==> src/rtl/mini_mips_pc_sequencer.sv <==
// PC sequencer feeding MiniMIPS: registers pc_new, captures pc_next, and adds
// stall/restart control, halt detection and saturating run statistics.
module mini_mips_pc_sequencer #(
  parameter logic [31:0] RESET_PC   = 32'h0000_0000,
  parameter logic [31:0] HALT_ADDR  = 32'h0000_0023,
  parameter logic [31:0] PC_STEP    = 32'd1,
  parameter int          LOOP_LIMIT = 8,
  parameter int          MAX_CYCLES = 4096,
  parameter int          CNT_W      = 16
) (
  input  logic             pc_clk,
  input  logic             rst_n,
  input  logic [31:0]      pc_next,
  input  logic             stall,
  input  logic             restart,
  output logic [31:0]      pc_new,
  output logic             pc_valid,
  output logic             halted,
  output logic [1:0]       halt_reason,
  output logic [CNT_W-1:0] instr_count,
  output logic [CNT_W-1:0] branch_count
);

  localparam int LOOP_W = $clog2(LOOP_LIMIT) + 1;
  localparam int CYC_W  = $clog2(MAX_CYCLES) + 1;

  typedef enum logic [1:0] {INIT = 2'd0, RUN = 2'd1, HALT = 2'd2} state_t;

  state_t            state_q, state_d;
  logic [31:0]       pc_q, pc_d;
  logic [1:0]        reason_q, reason_d;
  logic [CNT_W-1:0]  instr_q, instr_d, branch_q, branch_d;
  logic [LOOP_W-1:0] loop_q, loop_d;
  logic [CYC_W-1:0]  cyc_q, cyc_d;

  logic at_end, self_loop, loop_hit, timeout, seq_step;

  assign at_end    = (pc_q == HALT_ADDR);
  assign self_loop = (pc_next == pc_q);
  assign loop_hit  = self_loop && (loop_q == LOOP_W'(LOOP_LIMIT - 1));
  assign timeout   = (cyc_q == CYC_W'(MAX_CYCLES - 1));
  // 32-bit wrapping add, so FFFF_FFFF -> 0 counts as sequential
  assign seq_step  = (pc_next == pc_q + PC_STEP);

  always_ff @(posedge pc_clk or negedge rst_n) begin
    if (!rst_n) begin
      state_q  <= INIT;
      pc_q     <= RESET_PC;
      reason_q <= 2'b00;
      instr_q  <= '0;
      branch_q <= '0;
      loop_q   <= '0;
      cyc_q    <= '0;
    end else begin
      state_q  <= state_d;
      pc_q     <= pc_d;
      reason_q <= reason_d;
      instr_q  <= instr_d;
      branch_q <= branch_d;
      loop_q   <= loop_d;
      cyc_q    <= cyc_d;
    end
  end

  always_comb begin
    state_d  = state_q;
    pc_d     = pc_q;
    reason_d = reason_q;
    instr_d  = instr_q;
    branch_d = branch_q;
    loop_d   = loop_q;
    cyc_d    = cyc_q;
    if (restart) begin
      state_d  = INIT;
      pc_d     = RESET_PC;
      reason_d = 2'b00;
      instr_d  = '0;
      branch_d = '0;
      loop_d   = '0;
      cyc_d    = '0;
    end else begin
      case (state_q)
        INIT: state_d = RUN;
        RUN: begin
          cyc_d = cyc_q + CYC_W'(1);
          if (at_end) begin
            state_d  = HALT;
            reason_d = 2'b01;
          end else if (stall) begin
            if (timeout) begin
              state_d  = HALT;
              reason_d = 2'b11;
            end
          end else if (loop_hit) begin
            state_d  = HALT;
            reason_d = 2'b10;
          end else if (timeout) begin
            state_d  = HALT;
            reason_d = 2'b11;
          end else begin
            pc_d = pc_next;
            if (instr_q != '1) instr_d = instr_q + CNT_W'(1);
            if (!seq_step && branch_q != '1) branch_d = branch_q + CNT_W'(1);
            loop_d = self_loop ? loop_q + LOOP_W'(1) : '0;
          end
        end
        HALT: state_d = HALT;
        default: state_d = INIT;
      endcase
    end
  end

  always_comb begin
    pc_valid     = (state_q == RUN);
    halted       = (state_q == HALT);
    pc_new       = pc_q;
    halt_reason  = reason_q;
    instr_count  = instr_q;
    branch_count = branch_q;
  end

endmodule

==> config.mk <==
export PLATFORM = sky130hd
export DESIGN_NAME = mini_mips_pc_sequencer
export DESIGN_NICKNAME = d
export VERILOG_FILES = /design/src/rtl/mini_mips_pc_sequencer.sv
export SDC_FILE = /design/constraint.sdc
export NUM_CORES = 1
export LEC_CHECK = 0
export CAP_MARGIN = 20
export CORE_MARGIN = 1.5
export CORE_UTILIZATION = 57
export CTS_BUF_LIST = sky130_fd_sc_hd__clkbuf_16
export DETAILED_ROUTE_END_ITERATION = 12
export HOLD_SLACK_MARGIN = 0.03
export PLACE_DENSITY = 0.95
export SLEW_MARGIN = 20
export SYNTH_ARGS = -nofsm -noshare
export SYNTH_HDL_FRONTEND = slang
export SYNTH_SLANG_ARGS = --single-unit
==> constraint.sdc <==
create_clock -name pc_clk -period 9 [get_ports pc_clk]
set_clock_uncertainty 0.15 [all_clocks]
set_input_delay 0.9 -clock pc_clk [delete_from_list [all_inputs] [get_ports pc_clk]]
set_output_delay 0.9 -clock pc_clk [all_outputs]
set_load 0.1 [all_outputs]
**After elaboration in Yosys (flattened, before gate mapping)**

Cells that the tools add are included.

- Word-level logic and storage cells: 76
- Bits in registers: 85

- Muxes and demuxes: 41
- $add $sub $neg: 5
- Reduce and logical (&&, ||, !) cells: 10
- Equality and inequality tests: 13

Operator list:

| operator | number |
|---|---|
| two-way mux 16 bit | 14 |
| two-way mux 32 bit | 6 |
| == test 32 bit | 2 |
| adder 16 x 1 -> 16 bit, second input constant | 2 |
| adder 32 x 1 -> 32 bit, second input constant | 1 |
| == test 32 x 6 -> 1 bit, second input constant | 1 |
| != test 16 bit, second input constant | 2 |
| two-way mux 4 bit | 7 |
| two-way mux 13 bit | 2 |
| two-way mux 2 bit | 11 |
| adder 13 x 1 -> 13 bit, second input constant | 1 |
| == test 13 x 12 -> 1 bit, second input constant | 1 |
| AND reduction 6 bit | 2 |
| != test 2 bit, second input constant | 3 |
| case mux 2 bit (3 select lines) | 1 |
| nonzero test 2 bit | 3 |
| AND reduction 5 bit | 1 |
| adder 4 x 1 -> 4 bit, second input constant | 1 |
| == test 4 x 3 -> 1 bit, second input constant | 1 |
| == test 2 x 1 -> 1 bit, second input constant | 1 |
| == test 2 bit, second input constant | 1 |
| logical AND 1 bit | 2 |
| logical NOT 2 bit | 1 |
| != test 2 x 1 -> 1 bit, second input constant | 1 |
| logical NOT 1 bit | 1 |

**Longest topological paths before layout**

- Word-level depth: 11
- Mapped depth: 13
- Mapped depth without buffers: 9

**Worst setup path before layout**

Ideal clock, no wire load.

- Path type: register -> register
- Start: register pc_q[2] (netlist: pc_new[2])
- End: register branch_q[11] (netlist: branch_count[11])
- Arrival: 3.580 ns
- Setup time: 0.125 ns
- Path slack: 5.145 ns
- Stages on the path, launching flop included: 11
- Required time: 8.725 ns
- Path through: dfrtp_1 -> buf_2 -> nand3_4 -> or4_4 -> nor4_2 -> a21oi_1 -> or4_4 -> nor4_4 -> buf_6 -> nor3_2 -> mux2_4

- Longest elaborated chain between the ends: 6
- Elaborated cells between the ends (all ways): 11

Ends and longest elaborated chain:

| item | RTL line | source |
|---|---|---|
| start: declaration | 30 | `logic [31:0] pc_q, pc_d;` |
| start signal: assignment | 56 | `pc_q <= pc_d;` |
| adder 32 x 1 -> 32 bit | 43 | `assign seq_step = (pc_next == pc_q + PC_STEP);` |
| == test 32 bit | 43 |  |
| logical NOT 1 bit | 103 | `if (!seq_step && branch_q != '1) branch_d = branch_q + CNT_W'(1);` |
| logical AND 1 bit | 103 |  |
| nonzero test 2 bit (no source line) | n/a |  |
| AND reduction 6 bit (no source line) * | n/a |  |
| end signal: assignment | 59 | `branch_q <= branch_d;` |
| end: declaration | 32 | `logic [CNT_W-1:0] instr_q, instr_d, branch_q, branch_d;` |

Every way passes the cells marked *; elsewhere a longest branch is shown, timed or not.
A chain may end at the register's enable or synchronous reset.

**Worst setup path in the final report**

- Start: register pc_q[0] (netlist: pc_new[0])
- End: register branch_q[8] (netlist: branch_count[8])

Same word-level chain as after synthesis.

==> out/summary.txt <==
hold_buf cts: 0
Sequential Power Share: 0.420
total number of vias: 5303
Mapped Area: 0.00554 mm^2
EDFF count, synth: 0
Initial Util: 0.594
Worst setup EP type: flip-flop
Rows: 35
yosys warns: 0
DR WL/cell: 18.7 um
Die H: 102 um
main flop type after synthesis: dfrtp_1
Pwr per Cell Area: 143 mW/mm^2
1st-iter DRT viols: 386
Post-synth ARST share: 1.00
GRT Overall Usage: 0.315
clock tree buffer depth: 2
Crit Path Class: flip-flop to flip-flop
Diodes inserted: 0
die area: 0.0103 mm^2
worst vdd ir: 111 uV
post-synthesis average cell area: 8.87 um^2
final setup fails: 0
drt pass-1 iters: 5
worst skew pair latency: 0.34 ns
Hold WC Path Type: flip-flop to flip-flop
initial antenna violation count: 0
highest clock rate: 232 MHz
root buffer cell: clkbuf_16
CTS sink count: 85
cell count after synthesis: 624
Yosys cell types: 58
Remaining DRCs: 0
vias in the first global route: 5018
GRT Residual Overflow: 0
area delta synth->final: 23.9%
drt total wl: 15600 um
TritonCTS buffer count: 9
H-tree depth: 3
die width: 102 um
Critical Path Start Type: flip-flop
final hold violation count: 0
Logic pwr share: 0.186
switch share: 0.320
RSZ-0062 raised after global routing: false
largest net degree at the start of global routing: 91
status: completed
Resized Gates After CTS: 0
total internal power: 667 uW
Critical Path RT: 9.11 ns
first-pass GRT wire length: 25400 um
layout cells sized above 1: 0.0567
Max-Slew Margin vs Limit: 0.318
I/O Buffers: 103
Arr. time, crit path: 4.41 ns
post-route ant nets: 0
DPL Wire Length: 11200 um
fin crit share: 0.478
syn_nets: 665
Clock transition at path regs: 0.07 ns
core footprint: 0.00933 mm^2
Net Switching: 313 uW
DR vias/cell: 6.35
Min Clock Period, post-route: 4.30 ns
Yosys reg bits: 85
measured slew at the worst slew-check pin: 1.02 ns
clock power share: 0.395
FILL cells: 708
CTS tree: yes
Placer Congestion: 0.993
final setup TNS: 0 ns
# IOs: 104
Max Cap Viol: 0
post-synthesis sequential area ratio: 0.384
Crit Path Max Fanout: 26
Leak: 0.00264 uW
Hold Slack: 0.302 ns
Max Transition Viols Final: 0
Total Nets Final: 742
post-CTS setup buffers: 0
power by group through the flow:
stage	Sequential (uW)	Combinational [uW]	Clock, uW
floorplan	463	72.4	0
global placement	417	177	0
detailed placement	418	180	0
CTS	410	181	390
global route	413	193	406
finish	411	182	387
cells in the mapped netlist (3+ instances only):
cell type  instances  area (um^2)
xnor2_1           32          280
or4_4              3         33.8
mux2_4             3         45.0
nor4_1            21          131
nand3_1           40          200
a21oi_1           26          130
nor3_1            16         80.1
o21ai_0           24          120
buf_6              3         33.8
nor2_1            81          304
xor2_1            33          289
clkbuf_2           3         15.0
clkbuf_1          19         71.3
nor4_2             3         37.5
o22ai_1            3         18.8
or4_1              4         30.0
nand2b_1           3         18.8
nand4_1           30          188
nor2b_1            9         56.3
nor3_2             3         30.0
and4_1             9         78.8
and3_1            13         81.3
buf_2             15         75.1
mux2i_1           35          350
inv_1              7         26.3
nand2_1           32          120
o41ai_1            4         35.0
dfrtp_1           85         2130
a31oi_1            3         18.8
or3_1             16          100
ha_1               5         62.6
and2_1             5         31.3
a211oi_1           4         30.0
registers in the layout, summed over array words and instances, names as in the netlist:
register      cells
pc_new           32
loop_q            4
instr_count      16
halt_reason       2
cyc_q            13
state_q           2
branch_count     16
final cells by class:
| class | instances | area, um^2 | area share |
|---|---|---|---|
| Sequential cell | 85 | 2130 | 0.310 |
| Clock buffer | 9 | 225 | 0.0328 |
| Timing Repair Buffer | 106 | 1050 | 0.154 |
| Clock inverter | 7 | 78.8 | 0.0115 |
| Inverter | 8 | 30.0 | 0.00438 |
| Tap cell | 129 | 161 | 0.0235 |
| Multi-Input combinational cell | 491 | 3190 | 0.464 |
stage by stage:
| stage | total power [uW] | setup slack (ns) | instances | util | area (um^2) |
|---|---|---|---|---|---|
| after floorplan | 535 | 5.14 | 624 | - | 5540 |
| after global placement | 595 | 4.35 | 818 | 0.702 | 6540 |
| after detailed placement | 598 | 4.20 | 818 | 0.702 | 6540 |
| after CTS | 982 | 4.55 | 834 | 0.734 | 6850 |
| after global routing | 1010 | 4.45 | 835 | 0.736 | 6860 |
| final | 980 | 4.70 | 835 | 0.736 | 6860 |
final timing paths:
kind,startpoint,endpoint,slack (ns),cells after the start
worst max register to register,pc_new[0],branch_count[8],4.70,10
worst min-delay path,state_q[1],state_q[0],0.30,1
min in group asynchronous,rst_n,instr_count[7],0.45,1
worst min register to register,state_q[1],state_q[0],0.30,1
max in group asynchronous,rst_n,pc_new[23],7.70,1
worst max-delay path,pc_new[0],branch_count[8],4.70,10
routing by layer:
layer | global-route usage | share of wire
met3 | 0.0732 | 0.095
met1 | 0.419 | 0.42
met5 | 0 | 0
met4 | 0.111 | 0.021
met2 | 0.507 | 0.47
worst max-delay path, cell delays in order, from the launching register on:
cell,delay (ns)
dfrtp_1,0.50
ha_1,0.38
and2_1,0.23
nand3_1,0.11
nor3_1,0.11
nor4_1,0.63
and2_2,0.69
buf_4,0.47
nand2_1,0.25
or4_1,0.54
a21oi_1,0.15
placed cells by master (no fill, tap or decap), types with 3 or more instances in the layout:
master / synthesis / final
nand4_1: 30 / 30
and4_1: 9 / 9
nor2_1: 81 / 81
mux2_4: 3 / 3
o22ai_1: 3 / 3
nor4_2: 3 / 3
nand2b_1: 3 / 3
a21oi_1: 26 / 26
mux2i_1: 35 / 35
xnor2_1: 32 / 32
a31oi_1: 3 / 3
a211oi_1: 4 / 4
and2_1: 5 / 4
nor3_1: 16 / 16
xor2_1: 33 / 33
clkbuf_16: 0 / 9
ha_1: 5 / 5
nor4_1: 21 / 21
clkdlybuf4s50_1: 0 / 101
o41ai_1: 4 / 4
inv_6: 0 / 3
o21ai_0: 24 / 24
or3_1: 16 / 16
inv_1: 7 / 7
dfrtp_1: 85 / 85
nand2_1: 32 / 32
nor2b_1: 9 / 9
nand3_1: 40 / 40
or4_1: 4 / 4
nor3_2: 3 / 3
or4_4: 3 / 3
and3_1: 13 / 13
kinds of logic (layout without fill, tap and decap cells):
group,count (synthesis),count (layout),synth area share
compound gates,83,83,0.0929
xor+xnor,65,65,0.103
fa+ha+maj,5,5,0.0113
buf+inv,48,130,0.0407
flops,85,85,0.384
mux,38,38,0.0714
simple gates,300,300,0.297
Note: power is estimated with default switching activity, not from simulation.
